--- src/rtl/shift_engine_nbit.sv ---
// shift_engine_nbit: multi-cycle 1-bit-per-cycle shifter/rotator (SRL, SLL, SRA, ROR) with busy/done handshake.
module shift_engine_nbit #(
  parameter int WIDTH = 8,
  parameter int AMT_W = 4
) (
  input  logic             clk,
  input  logic             rst,
  input  logic             start,
  input  logic [WIDTH-1:0] x,
  input  logic [1:0]       mode,
  input  logic [AMT_W-1:0] amt,
  output logic [WIDTH-1:0] f,
  output logic             cout,
  output logic             busy,
  output logic             done
);
  typedef enum logic [1:0] {IDLE, SHIFT, DONE} state_t;
  state_t           state_q, state_d;
  logic [WIDTH-1:0] f_q, f_d, step;
  logic             cout_q, cout_d, fill;
  logic [AMT_W-1:0] cnt_q, cnt_d;
  logic [1:0]       mode_q, mode_d;
  always_comb begin
    fill    = mode_q == 2'b10 ? f_q[WIDTH-1] : mode_q == 2'b11 ? f_q[0] : 1'b0;
    step    = mode_q == 2'b01 ? {f_q[WIDTH-2:0], 1'b0} : {fill, f_q[WIDTH-1:1]};
    state_d = state_q;
    f_d     = f_q;
    cout_d  = cout_q;
    cnt_d   = cnt_q;
    mode_d  = mode_q;
    if (state_q == IDLE && start) begin
      f_d     = x;
      cout_d  = 1'b0;
      cnt_d   = amt;
      mode_d  = mode;
      state_d = amt != '0 ? SHIFT : DONE;
    end else if (state_q == SHIFT) begin
      f_d     = step;
      cout_d  = mode_q == 2'b01 ? f_q[WIDTH-1] : f_q[0];
      cnt_d   = cnt_q - 1'b1;
      state_d = cnt_q == AMT_W'(1) ? DONE : SHIFT;
    end else if (state_q == DONE) begin
      state_d = IDLE;
    end
  end
  always_ff @(posedge clk or posedge rst) begin
    if (rst) begin
      state_q <= IDLE;
      f_q     <= '0;
      cout_q  <= 1'b0;
      cnt_q   <= '0;
      mode_q  <= 2'b00;
    end else begin
      state_q <= state_d;
      f_q     <= f_d;
      cout_q  <= cout_d;
      cnt_q   <= cnt_d;
      mode_q  <= mode_d;
    end
  end
  assign f    = f_q;
  assign cout = cout_q;
  assign busy = state_q != IDLE;
  assign done = state_q == DONE;
endmodule
--- config.mk ---
export PLATFORM = sky130hd
export DESIGN_NAME = shift_engine_nbit
export DESIGN_NICKNAME = d
export VERILOG_FILES = /design/src/rtl/shift_engine_nbit.sv
export SDC_FILE = /design/constraint.sdc
export NUM_CORES = 1
export LEC_CHECK = 0
export CAP_MARGIN = 20
export CORE_MARGIN = 2
export CORE_UTILIZATION = 42
export DETAILED_ROUTE_END_ITERATION = 16
export GPL_ROUTABILITY_DRIVEN = 0
export HOLD_SLACK_MARGIN = 0.12
export MAX_ROUTING_LAYER = met4
export PLACE_DENSITY = 0.71
export SYNTH_ARGS = -nofsm -noshare
export SYNTH_HDL_FRONTEND = slang
export SYNTH_SLANG_ARGS = --single-unit
--- constraint.sdc ---
create_clock -name clk -period 1.25 [get_ports clk]
set_input_delay 0.25 -clock clk [delete_from_list [all_inputs] [get_ports clk]]
set_output_delay 0.25 -clock clk [all_outputs]
set_load 0.02 [all_outputs]
# After elaboration in Yosys (flattened, before gate mapping)
# Cells that the tools add are included.
classes:
  add_sub_neg: 1
  mux: 15
  eq_ne: 7
  n_reduce_logical: 7
ops:
  columns: ["cell", "n"]
  rows:
  - ["two-way mux 8 bit", 3]
  - ["two-way mux 2 bit", 5]
  - ["two-way mux 4 bit", 2]
  - ["equality test 2 bit (second input constant)", 3]
  - ["two-way mux 1 bit", 5]
  - ["equality test 2 x 1 -> 1 bit (second input constant)", 2]
  - ["equality test 4 x 1 -> 1 bit (second input constant)", 1]
  - ["nonzero test 2 bit", 2]
  - ["nonzero test 4 bit", 1]
  - ["subtractor 4 x 1 -> 4 bit (second input constant)", 1]
  - ["inequality test 3 x 1 -> 1 bit (second input constant)", 1]
  - ["nonzero test 3 bit", 1]
  - ["zero test 2 bit", 1]
  - ["AND reduction 2 bit", 1]
  - ["logical AND 1 bit", 1]
totals:
  inputBits: 17
  register_bits: 17
  out_inout_bits: 11
  elab_cells: 36

# Longest topological paths before layout
depth:
  ltp_word: 6
  ltp_mapped: 5
  mapped_depth_nobuf: 5

# Least setup slack after synthesis
# Ideal clock, no wire load.
synth_path:
  kind: "register to register"
  start: "reg cnt_q[0]"
  end: "reg cnt_q[3]"
  setup_slack_ns: -0.047
  path_buffers: 0
  arrival_ns: 1.174
  setup_ns: 0.123
  synth_period_minus_slack_ns: 1.297
  stages_incl_launch_ff: 4
  t_required_ns: 1.127
  path_cell_list: "dfrtp_1 > nor3_1 > mux2_2 > o221a_2"
synth_via:
  elab_chain_len: 3
synth_lines:
  columns: ["element", "line_no", "text"]
  rows:
  - ["start, declared", "21", "logic [AMT_W-1:0] cnt_q, cnt_d;"]
  - ["start signal, assigned", "57", "cnt_q <= cnt_d;"]
  - ["subtractor 4 x 1 -> 4 bit", "40", "cnt_d = cnt_q - 1'b1;"]
  - ["two-way mux 4 bit", "37", "end else if (state_q == SHIFT) begin"]
  - ["two-way mux 4 bit", "31", "if (state_q == IDLE && start) begin"]
# No other way between the ends. The select of a mux whose other input is x is not followed.
# A chain may end at the register's enable or synchronous reset.

# Final worst setup path
layout_path:
  start: "reg state_q[0]"
  end: "reg mode_q[1]"
layout_via:
  elab_chain_len: 2
layout_lines:
  columns: ["element", "line_no", "text"]
  rows:
  - ["start, declared", "18", "state_t state_q, state_d;"]
  - ["start signal, assigned", "54", "state_q <= state_d;"]
  - ["zero test 2 bit", "31", null]
  - ["logical AND 1 bit", "31", null]
  - ["end signal, assigned", "58", "mode_q <= mode_d;"]
  - ["end, declared", "22", "logic [1:0] mode_q, mode_d;"]
# No other way between the ends.

==> out/metrics.cfg <==
[outcome]
status = finished with violations
failed_checks = negative setup slack

[clock_network]
cts_made_buffers = 3
cts_tree = yes
clk_latency_ns = 0.29
cts_root_buf = clkbuf_4
clock_path_buffers = 2
cts_num_sinks = 17
clkTransAtPathRegs_ns = 0.10
hold_buffers = 0
htree_levels = 1

[global_routing]
grt_pass1_vias = 1056
overflow = 0
antenna_found_initial = 0
grt_pass1_wl_um = 4620
grt_max_degree = 18
grtUsageTotal = 0.234

[worst_setup_path]
crit_arrival_ns = 1.52
crit_fanout = 6
worstPathBufferInverterCount = 1
crit_required_ns = 1.43
crit_cells = 3
worst-r2r-cell-count = 3
crit_type = reg -> reg
worstPathCellList = buf_6 > nor3b_4 > mux2_4
slowest_delay_ns = 0.45
end_kind = flop
r2r_slack_ns = -0.09
slowest_stage = dfrtp_2
rr_startpoint = state_q[0]
start_kind = flop
worstReg2RegEnd = mode_q[1]
path_delay_family = flip-flops

[flow_run]
cap_violations = 0

[layout]
fin_cells = 187
antenna_cells = 0
nFillCells = 163
fin_nets = 179
area_growth_pct = 61.5
drive_gt1_frac = 0.484
final_cell_mix = buf_4, dfrtp_1, clkdlybuf4s50_1, nor2_1, clkbuf_2
layout_commonest_cell = buf_4

[placement]
dp.cells = 180
dp_hpwl_um = 2070
port_buffers = 27

[floorplan]
start_util = 0.454
row_count = 17
core_sq_um = 2280
die-area_sq_um = 2870
ios = 28
die-height_um = 53.6
die_x_um = 53.6

[detailed_routing]
vias_per_cell = 5.80
route.vias.total = 1085
drtIter0Drc = 33
routedWlPerCell_um = 15.7
drc = 0
wl_um = 2940
ant_nets = 0
dr.pass1.iters = 4

[yosys]
syn-num-nets = 120
netlist_area_sq_um = 1030
synth_seq_area_share = 0.412
synth_cell_types = 38
synth_cells = 101
synth_warnings = 0
ys_ff_latch = 17
syn_area_per_cell_sq_um = 10.2

[hold_path]
hold_class = in -> async

[sta]
period_share = 1.07
slew_headroom = 0.782
finClkSkew_ns = 0.00666
fin_tns_setup_ns = -0.561
setup_viol = 14
fmaxAchievable_ghz = 0.747
worstMarginPinSlew_ns = 0.326
layout_min_cycle_time_ns = 1.34
fin_ws_ns = -0.0887
rsz0062_at_grt = true
finalHoldViolCount = 0
drv_slew = 0

[pwr]
power.density_nw_per_um2 = 2700
totalPowerFinal_uw = 4500
peakVddDrop_mv = 1.44
power_leakage_uw = 0.000768

==> flip-flops by register name, summed over array words and instances, names as in the netlist <==
signal	cells
cnt_q	4
cout	1
f	8
mode_q	2
state_q	2
==> timing repair <==
action	CTS	global route
gates resized for setup	46	22
endpoints found under the setup margin	26	27
pin swaps	2	4
setup buffers	1	3
gates cloned	0	0
==> report_power, final <==
group          leakage (uW)  switching [uW]  internal (uW)
combinational      0.000558            1500           1630
clock             0.0000150             179            124
sequential         0.000195             219            849
==> cell usage after synthesis <==
cell / count / area (sq um)
a211oi_1: 1 / 7.51
a211oi_2: 1 / 12.5
a21boi_0: 1 / 7.51
a21oi_1: 3 / 15.0
a221oi_1: 5 / 43.8
a22o_1: 1 / 8.76
a22oi_1: 2 / 15.0
a2bb2oi_1: 1 / 8.76
and3b_1: 1 / 8.76
and3b_2: 2 / 20.0
buf_2: 1 / 5.00
buf_4: 2 / 15.0
buf_6: 2 / 22.5
clkinv_1: 1 / 3.75
dfrtp_1: 17 / 425
ha_1: 2 / 25.0
inv_1: 5 / 18.8
inv_2: 1 / 3.75
mux2_2: 4 / 45.0
mux2i_1: 6 / 60.1
nand2_1: 3 / 11.3
nand2b_1: 3 / 18.8
nand3b_1: 1 / 7.51
nor2_1: 9 / 33.8
nor2b_1: 1 / 6.26
nor3_1: 1 / 5.00
nor3b_1: 1 / 7.51
nor3b_4: 1 / 18.8
nor4_1: 1 / 6.26
o21ai_0: 3 / 15.0
o21ai_1: 2 / 10.0
o21bai_1: 1 / 7.51
o221a_2: 2 / 22.5
o22a_1: 1 / 8.76
o22ai_1: 8 / 50.1
o31ai_1: 2 / 15.0
o41ai_1: 1 / 8.76
or2b_1: 1 / 7.51
==> per-layer routing <==
layer  vias up  share of wire  track usage
met2        49           0.50        0.395
met5         -              0            -
met1       522           0.41        0.278
li1        504              -            -
met3        10          0.063       0.0250
met4         0          0.027        0.115
==> tightest hold or removal path: cells and delay by family <==
family	cells	cell delay (ns)
buf+inv	3	0.69
==> through the flow <==
stage	utilization	cell area, sq um	hold slack (ns)	worst slack, ns
after floorplan	-	1040	0.176	-0.0135
after detailed placement	0.668	1520	0.495	-0.303
final	0.732	1670	0.263	-0.0887
after global placement	0.668	1520	0.493	-0.285
after CTS	0.713	1620	0.272	-0.0758
after global routing	0.732	1670	0.279	-0.178
==> worst max path at each step <==
| stage | slack (ns) | end | startpoint |
|---|---|---|---|
| 2_1_floorplan | -0.01 | cnt_q[3] | cnt_q[2] |
| 3_3_place_gp | -0.28 | mode_q[0] | start |
| 3_5_place_dp | -0.30 | mode_q[1] | start |
| 4_1_cts | -0.08 | mode_q[0] | state_q[0] |
| 5_1_grt | -0.18 | f[7] | state_q[0] |
| 6_report | -0.09 | mode_q[1] | state_q[0] |
==> layout make-up <==
cell class / instances / area (sq um) / share of cell area
clock buffers: 4 / 26.3 / 0.0158
repair buffers: 59 / 492 / 0.295
flip-flops and latches: 17 / 427 / 0.256
inverters: 7 / 27.5 / 0.0165
well taps: 28 / 35.0 / 0.0210
multi-input cells: 72 / 659 / 0.396
==> cells by family (layout without fill, tap and decap cells) <==
group           Yosys count  count (layout)  synth area share
compound gates           35              35             0.248
fa+ha+maj                 2               2            0.0242
buf+inv                  12              70            0.0667
flops                    17              17             0.412
mux                      10              10             0.102
simple gates             25              25             0.147
No activity file was read; power rests on OpenSTA's default activity.
